--- config.mk ---
export PLATFORM = sky130hd
export DESIGN_NAME = pwm_multi_channel_flat
export DESIGN_NICKNAME = d
export VERILOG_FILES = /design/src/rtl/pwm_multi_channel_if.sv /design/src/rtl/pwm_multi_channel.sv /design/src/flat_wrapper.sv
export SDC_FILE = /design/constraint.sdc
export NUM_CORES = 1
export LEC_CHECK = 0
export CORE_MARGIN = 4
export CORE_UTILIZATION = 66
export DETAILED_ROUTE_END_ITERATION = 16
export GPL_ROUTABILITY_DRIVEN = 0
export PLACE_DENSITY_LB_ADDON = 0.05
export SLEW_MARGIN = 20
export SYNTH_ARGS = -nofsm -noshare
export SYNTH_HDL_FRONTEND = slang
export SYNTH_SLANG_ARGS = --single-unit
--- constraint.sdc ---
create_clock -name clk -period 4.5 [get_ports clk]
set_input_delay 0.675 -clock clk [delete_from_list [all_inputs] [get_ports clk]]
set_output_delay 0.675 -clock clk [all_outputs]
set_load 0.005 [all_outputs]
--- src/rtl/pwm_multi_channel_if.sv ---
// pwm_multi_channel_if: duty write port (valid/ready, channel, high time) with master/slave views
interface pwm_multi_channel_if #(
  parameter int NUM_CH = 4,
  parameter int CNT_W = 17
);
  localparam int CH_W = NUM_CH > 1 ? $clog2(NUM_CH) : 1;
  logic wr_valid;
  logic wr_ready;
  logic [CH_W-1:0] wr_ch;
  logic [CNT_W-1:0] wr_duty;
  modport master (output wr_valid, wr_ch, wr_duty, input wr_ready);
  modport slave (input wr_valid, wr_ch, wr_duty, output wr_ready);
endinterface

--- src/rtl/pwm_multi_channel.sv ---
// pwm_multi_channel: N-channel PWM, shared period counter, shadowed duty committed at period end, arm/failsafe watchdog
module pwm_multi_channel #(
  parameter int NUM_CH = 4,
  parameter int CNT_W = 17,
  parameter int PERIOD = 106400,
  parameter int MIN_HI = 33200,
  parameter int MAX_HI = 103200,
  parameter int FAILSAFE_HI = 33200,
  parameter int TIMEOUT_PER = 250
) (
  input  logic clk,
  input  logic rst_n,
  input  logic arm,
  pwm_multi_channel_if.slave wr,
  output logic [NUM_CH-1:0] pwm_out,
  output logic period_start,
  output logic armed,
  output logic failsafe,
  output logic bad_ch
);
  localparam int WD_W = $clog2(TIMEOUT_PER + 1);
  localparam logic [CNT_W-1:0] LAST = CNT_W'(PERIOD - 1);
  localparam logic [CNT_W-1:0] LO = CNT_W'(MIN_HI);
  localparam logic [CNT_W-1:0] HI = CNT_W'(MAX_HI);
  localparam logic [CNT_W-1:0] FS = CNT_W'(FAILSAFE_HI);
  localparam logic [WD_W-1:0] WD_MAX = WD_W'(TIMEOUT_PER);
  typedef enum logic [1:0] {DISARMED, ARMED, FAILSAFE} state_t;
  state_t state, state_nxt;
  logic [CNT_W-1:0] cnt, cnt_nxt, duty;
  logic [CNT_W-1:0] shadow [NUM_CH];
  logic [CNT_W-1:0] active [NUM_CH];
  logic [WD_W-1:0] wd;
  logic boundary, accept, ch_ok;
  always_comb begin
    boundary = cnt == LAST;
    cnt_nxt = boundary ? '0 : cnt + CNT_W'(1);
    accept = wr.wr_valid & wr.wr_ready;
    ch_ok = 32'(wr.wr_ch) < NUM_CH;
    duty = wr.wr_duty < LO ? LO : wr.wr_duty > HI ? HI : wr.wr_duty;
    state_nxt = !boundary ? state :
                !arm ? DISARMED :
                state == DISARMED ? ARMED :
                (state == ARMED && wd >= WD_MAX) ? FAILSAFE : state;
  end
  always_ff @(posedge clk or negedge rst_n) begin
    if (!rst_n) begin
      cnt <= '0;
      state <= DISARMED;
      wd <= '0;
      wr.wr_ready <= 1'b0;
      pwm_out <= '0;
      period_start <= 1'b0;
      armed <= 1'b0;
      failsafe <= 1'b0;
      bad_ch <= 1'b0;
      for (int i = 0; i < NUM_CH; i++) begin
        shadow[i] <= FS;
        active[i] <= FS;
      end
    end else begin
      cnt <= cnt_nxt;
      state <= state_nxt;
      wr.wr_ready <= cnt_nxt != LAST;
      period_start <= cnt == '0;
      armed <= state_nxt == ARMED;
      failsafe <= state_nxt == FAILSAFE;
      bad_ch <= accept & !ch_ok;
      wd <= (state_nxt != ARMED || accept) ? '0 :
            (boundary && state == ARMED && wd < WD_MAX) ? wd + WD_W'(1) : wd;
      for (int i = 0; i < NUM_CH; i++) begin
        if (accept && ch_ok && 32'(wr.wr_ch) == i) shadow[i] <= duty;
        if (boundary) active[i] <= state_nxt == ARMED ? shadow[i] : FS;
        pwm_out[i] <= cnt < active[i];
      end
    end
  end
endmodule

--- src/flat_wrapper.sv ---
// flat-port wrapper written by rule: the top's interface ports become plain ports
module pwm_multi_channel_flat 
#(
  parameter int NUM_CH = 4,
  parameter int CNT_W = 17,
  parameter int PERIOD = 106400,
  parameter int MIN_HI = 33200,
  parameter int MAX_HI = 103200,
  parameter int FAILSAFE_HI = 33200,
  parameter int TIMEOUT_PER = 250
)
  (clk, rst_n, arm, pwm_out, period_start, armed, failsafe, bad_ch, wr_wr_valid, wr_wr_ch, wr_wr_duty, wr_wr_ready);
  pwm_multi_channel_if #(.NUM_CH(NUM_CH), .CNT_W(CNT_W)) wr_i ();
  input  logic clk;
  input  logic rst_n;
  input  logic arm;
  output logic [NUM_CH-1:0] pwm_out;
  output logic period_start;
  output logic armed;
  output logic failsafe;
  output logic bad_ch;
  input wire logic [$bits(wr_i.wr_valid)-1:0] wr_wr_valid;
  input wire logic [$bits(wr_i.wr_ch)-1:0] wr_wr_ch;
  input wire logic [$bits(wr_i.wr_duty)-1:0] wr_wr_duty;
  output wire logic [$bits(wr_i.wr_ready)-1:0] wr_wr_ready;
  assign wr_i.wr_valid = wr_wr_valid;
  assign wr_i.wr_ch = wr_wr_ch;
  assign wr_i.wr_duty = wr_wr_duty;
  assign wr_wr_ready = wr_i.wr_ready;
  pwm_multi_channel #(.NUM_CH(NUM_CH), .CNT_W(CNT_W), .PERIOD(PERIOD), .MIN_HI(MIN_HI), .MAX_HI(MAX_HI), .FAILSAFE_HI(FAILSAFE_HI), .TIMEOUT_PER(TIMEOUT_PER)) u_core (.clk(clk), .rst_n(rst_n), .arm(arm), .wr(wr_i), .pwm_out(pwm_out), .period_start(period_start), .armed(armed), .failsafe(failsafe), .bad_ch(bad_ch));
endmodule
==> results.toml, run 1 <==
[run]
cap_violations = 0

[sta]
hold_viol_final = 0
fin_worst_skew_ns = 0.0119
fin_crit_sh = 0.681
slew_headroom = 0.352
rsz0062_at_grt = "no"
fmax_mhz = 326
slew_violations = 0
finalSetupTns_ns = 0
setup_violations = 0
worst_slew_pin_slew_ns = 0.970
fin_crit_ns = 3.06

[grt]
antenna_found_initial = 0
grt_pass1_vias = 6742
grt_overflow = 0
grt_max_degree = 100
grt_usage = 0.308
grt_pass1_wl_um = 34800

[clocking]
insertion_delay_ns = 0.43
clk_pin_slew_ns = 0.06
cts_max_level = 4
clockBufferDepth = 2
cts_resized = 0
cts_sinks = 171
cts_setup_buffers = 0
cts_tree = "yes"
ctsHoldBuffers = 0
numCtsBuffers = 17
cts_root_buf = "clkbuf_16"

[finish]
final_common_cell = "dfrtp_1"
final_cell_count_no_fill = 1081
nNetsFinal = 987
area_growth_pct = 11.2
final_cell_mix = "131 x dfrtp_1, 129 x nand2_1, 76 x inv_1"
drive_above_1_share = 0.123
n_antenna_cell = 0

[routing]
dr_total_vias = 6644
drt_first_pass_iters = 5
drt-total-wl_um = 21300
ant_nets = 0
vias_per_cell = 6.15
wire_per_inst_um = 19.7
first_iter_violations = 639
drc_errors = 0

[setup_path]
crit_path_end = "u_core.active[1]$_DFFE_PN0N_"
crit_path_start_kind = "flop"
critical_path.cell_chain = "nand4_2 -> or4b_4 -> nor4_4 -> buf_12 -> nand2_1 -> o21ai_1"
r2r_start = "u_core.cnt[7]$_DFF_PN0_"
critPathCaptureType = "flop"
crit_type = "flop to flop"
crit_start = "u_core.cnt[7]$_DFF_PN0_"
r2r_setup_slack_ns = 1.44
crit_fanout = 37
required_ns = 4.84
worstReg2RegEnd = "u_core.active[1]$_DFFE_PN0N_"
reg2reg_depth = 6
cp_data_arrival_time_ns = 3.41
cpPeakStageDelay_ns = 0.78
cp_slowest_cell = "nor4_4"

[synthesis]
netlist_top_cells_area = "dfrtp_1 38%, dfstp_2 12%, ha_1 10%"
ys_seq_area_frac = 0.507
synth_top_area_share = 0.384
async_flop_share = 1.00
syn-cell-area_sq_um = 8540
synth_seq_cells = 171
yosysWarnings = 0
ys.flop_type = "dfrtp_1"
syn_avg_cell_area_sq_um = 9.75
yosysTopAreaCell = "dfrtp_1"
syn-num-nets = 967
synth.distinct_cells = 60
synth_edf_count = 0
synthCells = 876

[power_and_ir_drop]
powerDensity_nw_per_um2 = 345
leakage_uw = 0.00465
ir_worst_vdd_mv = 0.428

[min_path]
hold_class = "input pin to asynchronous set/reset pin"

[outcome]
status = "finished clean"

[placement]
place_inst = 1049
place_hpwl_um = 14800
io_buffer_count = 30

[floorplan]
start_util = 0.677
coreArea_sq_um = 12600
ios = 32
die_h_um = 122
dieArea_sq_um = 14800
core.rowCount = 41
die_w_um = 122
==> logic make-up after synthesis <==
group	share of synthesized area
buffers and inverters	0.0552
DFF	0.507
and+or+nand+nor	0.165
adders and majority gates	0.0996
other	0.000439
xor gates and xnor gates	0.0205
AOI/OAI and AO/OA	0.152
==> sequential cells by signal, indices dropped and copies added, names as in the netlist <==
signal               flops
u_core.period_start      1
u_core.armed             1
u_core.pwm_out           4
u_core.active           68
u_core.cnt              17
u_core.failsafe          1
u_core.wd                8
u_core.shadow           68
u_core.wr.wr_ready       1
u_core.state             2
==> routing by layer <==
| layer | track usage | vias to the layer above | share of wire |
|---|---|---|---|
| met5 | 0 | - | 0 |
| met4 | 0.127 | 0 | 0.032 |
| met3 | 0.0678 | 46 | 0.061 |
| met2 | 0.493 | 256 | 0.48 |
| met1 | 0.412 | 3281 | 0.43 |
| li1 | - | 3061 | - |
==> through the flow <==
stage                     hold WS (ns)  instance area, sq um  total power (uW)  utilization  setup slack (ns)
after floorplan                  0.379                  8540              1830            -              2.28
final                            0.337                  9490              3270        0.752              1.44
after CTS                        0.382                  9490              3280        0.752              1.48
after detailed placement         0.465                  8940              1940        0.709              1.22
after global placement           0.455                  8940              1930        0.709              1.25
after global routing             0.415                  9490              3400        0.752              1.26
==> layout make-up <==
type,instances,area [sq um]
Fill cell,945,3130
Tap cell,172,215
Clock inverter,12,93.8
Timing Repair Buffer,37,367
Clock buffer,20,457
Multi-Input combinational cell,593,3750
Inverter,76,285
Sequential cell,171,4330
==> report_power, final <==
group	total, uW	internal [uW]	switching, uW	leakage, uW
combinational	197	78.8	118	0.00249
clock	1350	738	613	0.000251
sequential	1720	1660	64.0	0.00191
total	3270	2480	796	0.00465
==> cell usage after synthesis, drive strengths merged (2+ instances only) <==
library cell  count
xor2              6
a21oi            51
xnor2            14
clkbuf           17
a211oi            3
buf              19
nor2             75
a31oi             4
nor2b             6
a22o             29
nand3            16
or4b              2
a211o             2
inv              76
nand4            14
o311ai            3
o211ai            3
nor3             16
dfstp            40
nand2           129
a21o             12
a41oi             4
and4              2
o21ai            86
or2               2
or3               2
and2              6
a2111oi           4
o21a              2
and3              5
o221ai            3
dfrtp           131
ha               68
nor4             11
or4               2
==> worst max-delay path, delay by kind of cell (launching register included) <==
kind	cells	cell delay (ns)
buf+inv	1	0.29
compound gates	1	0.10
simple gates	4	1.85
flops	1	0.72
==> worst min path at each step <==
stage | startpoint | end | slack, ns | cells past startpoint
floorplan | rst_n | u_core.active[0]$_DFFE_PN0N_ | 0.38 | 0
global placement | u_core.active[17]$_DFFE_PN0N_ | u_core.active[17]$_DFFE_PN0N_ | 0.45 | 2
detailed placement | u_core.shadow[67]$_DFFE_PN0P_ | u_core.shadow[67]$_DFFE_PN0P_ | 0.47 | 2
CTS | rst_n | u_core.active[13]$_DFFE_PN0N_ | 0.38 | 1
global route | rst_n | u_core.active[13]$_DFFE_PN0N_ | 0.42 | 1
finish | rst_n | u_core.active[13]$_DFFE_PN0N_ | 0.34 | 1
(Power assumes the default switching activity.)
==> run 2: changes to the inputs <==
Settings changed: CORE_UTILIZATION 66 to 55.
Clock period 4.5 ns to 2.7 ns, I/O delays scaled along.
==> results.toml, run 2 (same netlist as run 1, synthesis figures left out) <==
[finish]
area_growth_pct = 15.9
n_antenna_cell = 0
fin_util = 0.651
final_cell_mix = "131 x dfrtp_1, 129 x nand2_1, 76 x inv_1"
nNetsFinal = 1028
largest_registers = "u_core.active: 68 flops, u_core.shadow: 68 flops, u_core.cnt: 17 flops"
drive_above_1_share = 0.161
fin_area_sq_um = 9900
final_common_cell = "dfrtp_1"

[setup_path]
crit_type = "flop to flop"
crit_fanout = 20
cp_slowest_cell = "or4b_4"
cpPeakStageDelay_ns = 0.57
crit_path_start_kind = "flop"
critPathCaptureType = "flop"
crit_buf_inv = 1
cp_data_arrival_time_ns = 2.73
critical_path.cell_chain = "ha_1 -> nand3_1 -> or4b_4 -> or4_4 -> buf_12 -> nor2_2 -> a21oi_1"
critical-path-top-delay-family = "simple AND/OR/NAND/NOR gates"
required_ns = 3.05

[power_and_ir_drop]
leakage_uw = 0.00490
ir_worst_vdd_mv = 0.503
powerDensity_nw_per_um2 = 573

[sta]
fin_crit_sh = 0.882
hold_viol_final = 0
fin_worst_skew_ns = 0.0136
holdWs_ns = 0.479
fmax_mhz = 420
slew_violations = 0
fin_crit_ns = 2.38
setup_violations = 0
slew_headroom = 0.369
worst_slew_pin_slew_ns = 0.935
finalSetupTns_ns = 0
rsz0062_at_grt = "no"

[placement]
placed_cell_area_sq_um = 9300
place_hpwl_um = 15900
io_buffer_count = 30

[floorplan]
core.rowCount = 45
dieArea_sq_um = 17600
die_w_um = 133
coreArea_sq_um = 15200
ios = 32
die_h_um = 133
start_util = 0.562

[routing]
dr_wl_met3_um = 1360
drt-total-wl_um = 22600
ant_nets = 0
first_iter_violations = 439
drc_errors = 0
top_layer = "met4"
wire_per_inst_um = 19.8
wl_met1_um = 10100
dr_total_vias = 6744
drt_first_pass_iters = 5
vias_per_cell = 5.93
dr_wl_met2_um = 10500

[clocking]
insertion_delay_ns = 0.44
cts_sinks = 171
clockBufferDepth = 2
clk_pin_slew_ns = 0.07
cts_tree = "yes"
cts_root_buf = "clkbuf_16"
numCtsBuffers = 17
cts_setup_buffers = 0
cts_max_level = 4

[grt]
antenna_found_initial = 0
grt_usage = 0.270
grt_pass1_vias = 6900
grt_max_degree = 71
grt_overflow = 0
grt_pass1_wl_um = 37200

[run]
cap_violations = 0

[outcome]
status = "finished clean"

[min_path]
hold_class = "flop to flop"
## run 2: cell types whose count changed in the layout (fill, tap and decap cells not counted)
| cell | previous run | this run |
|---|---|---|
| clkbuf_1 | 1 | 0 |
| dlygate4sd3_1 | 0 | 1 |
| buf_12 | 1 | 4 |
| buf_4 | 6 | 43 |
| inv_8 | 0 | 3 |
| bufinv_16 | 0 | 1 |
| clkinv_4 | 4 | 2 |
| clkbuf_8 | 2 | 1 |
| inv_6 | 1 | 6 |
| clkinvlp_4 | 6 | 1 |
## run 2: what timing repair did
| action | 4_1_cts | 5_1_grt |
|---|---|---|
| hold endpoints to repair | 5 | 0 |
| hold buffers | 1 | 0 |
| resized for setup | 0 | 0 |
## run 2: cell type report
type / instances / area [sq um]
flip-flops and latches: 171 / 4330
inverters: 76 / 285
fillers: 1232 / 5310
well taps: 188 / 235
multi-input cells: 593 / 3750
clock buffers: 18 / 439
repair buffers: 78 / 714
clock inverters: 14 / 146
## run 2: worst paths after layout
| path | cells after the start | from | slack, ns | to |
|---|---|---|---|---|
| min reg2reg | 2 | u_core.active[0]$_DFFE_PN0N_ | 0.48 | u_core.active[0]$_DFFE_PN0N_ |
| min | 2 | u_core.active[0]$_DFFE_PN0N_ | 0.48 | u_core.active[0]$_DFFE_PN0N_ |
| max in group asynchronous | 3 | rst_n | 1.31 | u_core.active[66]$_DFFE_PN1N_ |
| max | 7 | u_core.cnt[0]$_DFF_PN0_ | 0.32 | u_core.active[42]$_DFFE_PN1N_ |
| min in group asynchronous | 2 | rst_n | 0.54 | u_core.cnt[8]$_DFF_PN0_ |
| max reg2reg | 7 | u_core.cnt[0]$_DFF_PN0_ | 0.32 | u_core.active[42]$_DFFE_PN1N_ |
## run 2: layer usage
layer	vias up	GRT usage
li1	3150	-
met1	3320	0.372
met2	227	0.420
met3	47	0.0612
met4	0	0.106
met5	-	0
## run 2: through the flow
step                cells  power [uW]  setup WS (ns)
detailed placement   1105        3270          0.104
CTS                  1138        5700          0.350
finish               1138        5670          0.318
global route         1138        5880          0.143
global placement     1105        3250          0.183
floorplan             876        3050          0.479
## run 2: power breakdown
| part | switching [uW] | total (uW) | internal [uW] |
|---|---|---|---|
| registers | 112 | 2880 | 2760 |
| clock network | 1110 | 2450 | 1330 |
| logic | 198 | 347 | 150 |
| total | 1420 | 5670 | 4250 |
## run 2: worst register-to-register path, delay by kind of cell, from the launching register on
family / cells / cell delay [ns]
and+or+nand+nor: 4 / 1.35
adders and majority gates: 1 / 0.33
AOI/OAI and AO/OA: 1 / 0.05
DFF: 1 / 0.37
buffers and inverters: 1 / 0.19
==> run 3: changes to the inputs <==
--- a/config.mk
+++ b/config.mk
@@ -11,5 +11,5 @@
 export GPL_ROUTABILITY_DRIVEN = 0
 export PLACE_DENSITY_LB_ADDON = 0.05
-export SLEW_MARGIN = 20
+export SLEW_MARGIN = 10
 export SYNTH_ARGS = -nofsm -noshare
 export SYNTH_HDL_FRONTEND = slang
==> constraint.sdc (replaced) <==
create_clock -name clk -period 2.7 [get_ports clk]
set_input_delay 0.405 -clock clk [delete_from_list [all_inputs] [get_ports clk]]
set_output_delay 0.405 -clock clk [all_outputs]
set_load 0.05 [all_outputs]
==> results of run 3 <==
The final DEF is identical to that of run 2. Status: finished clean.
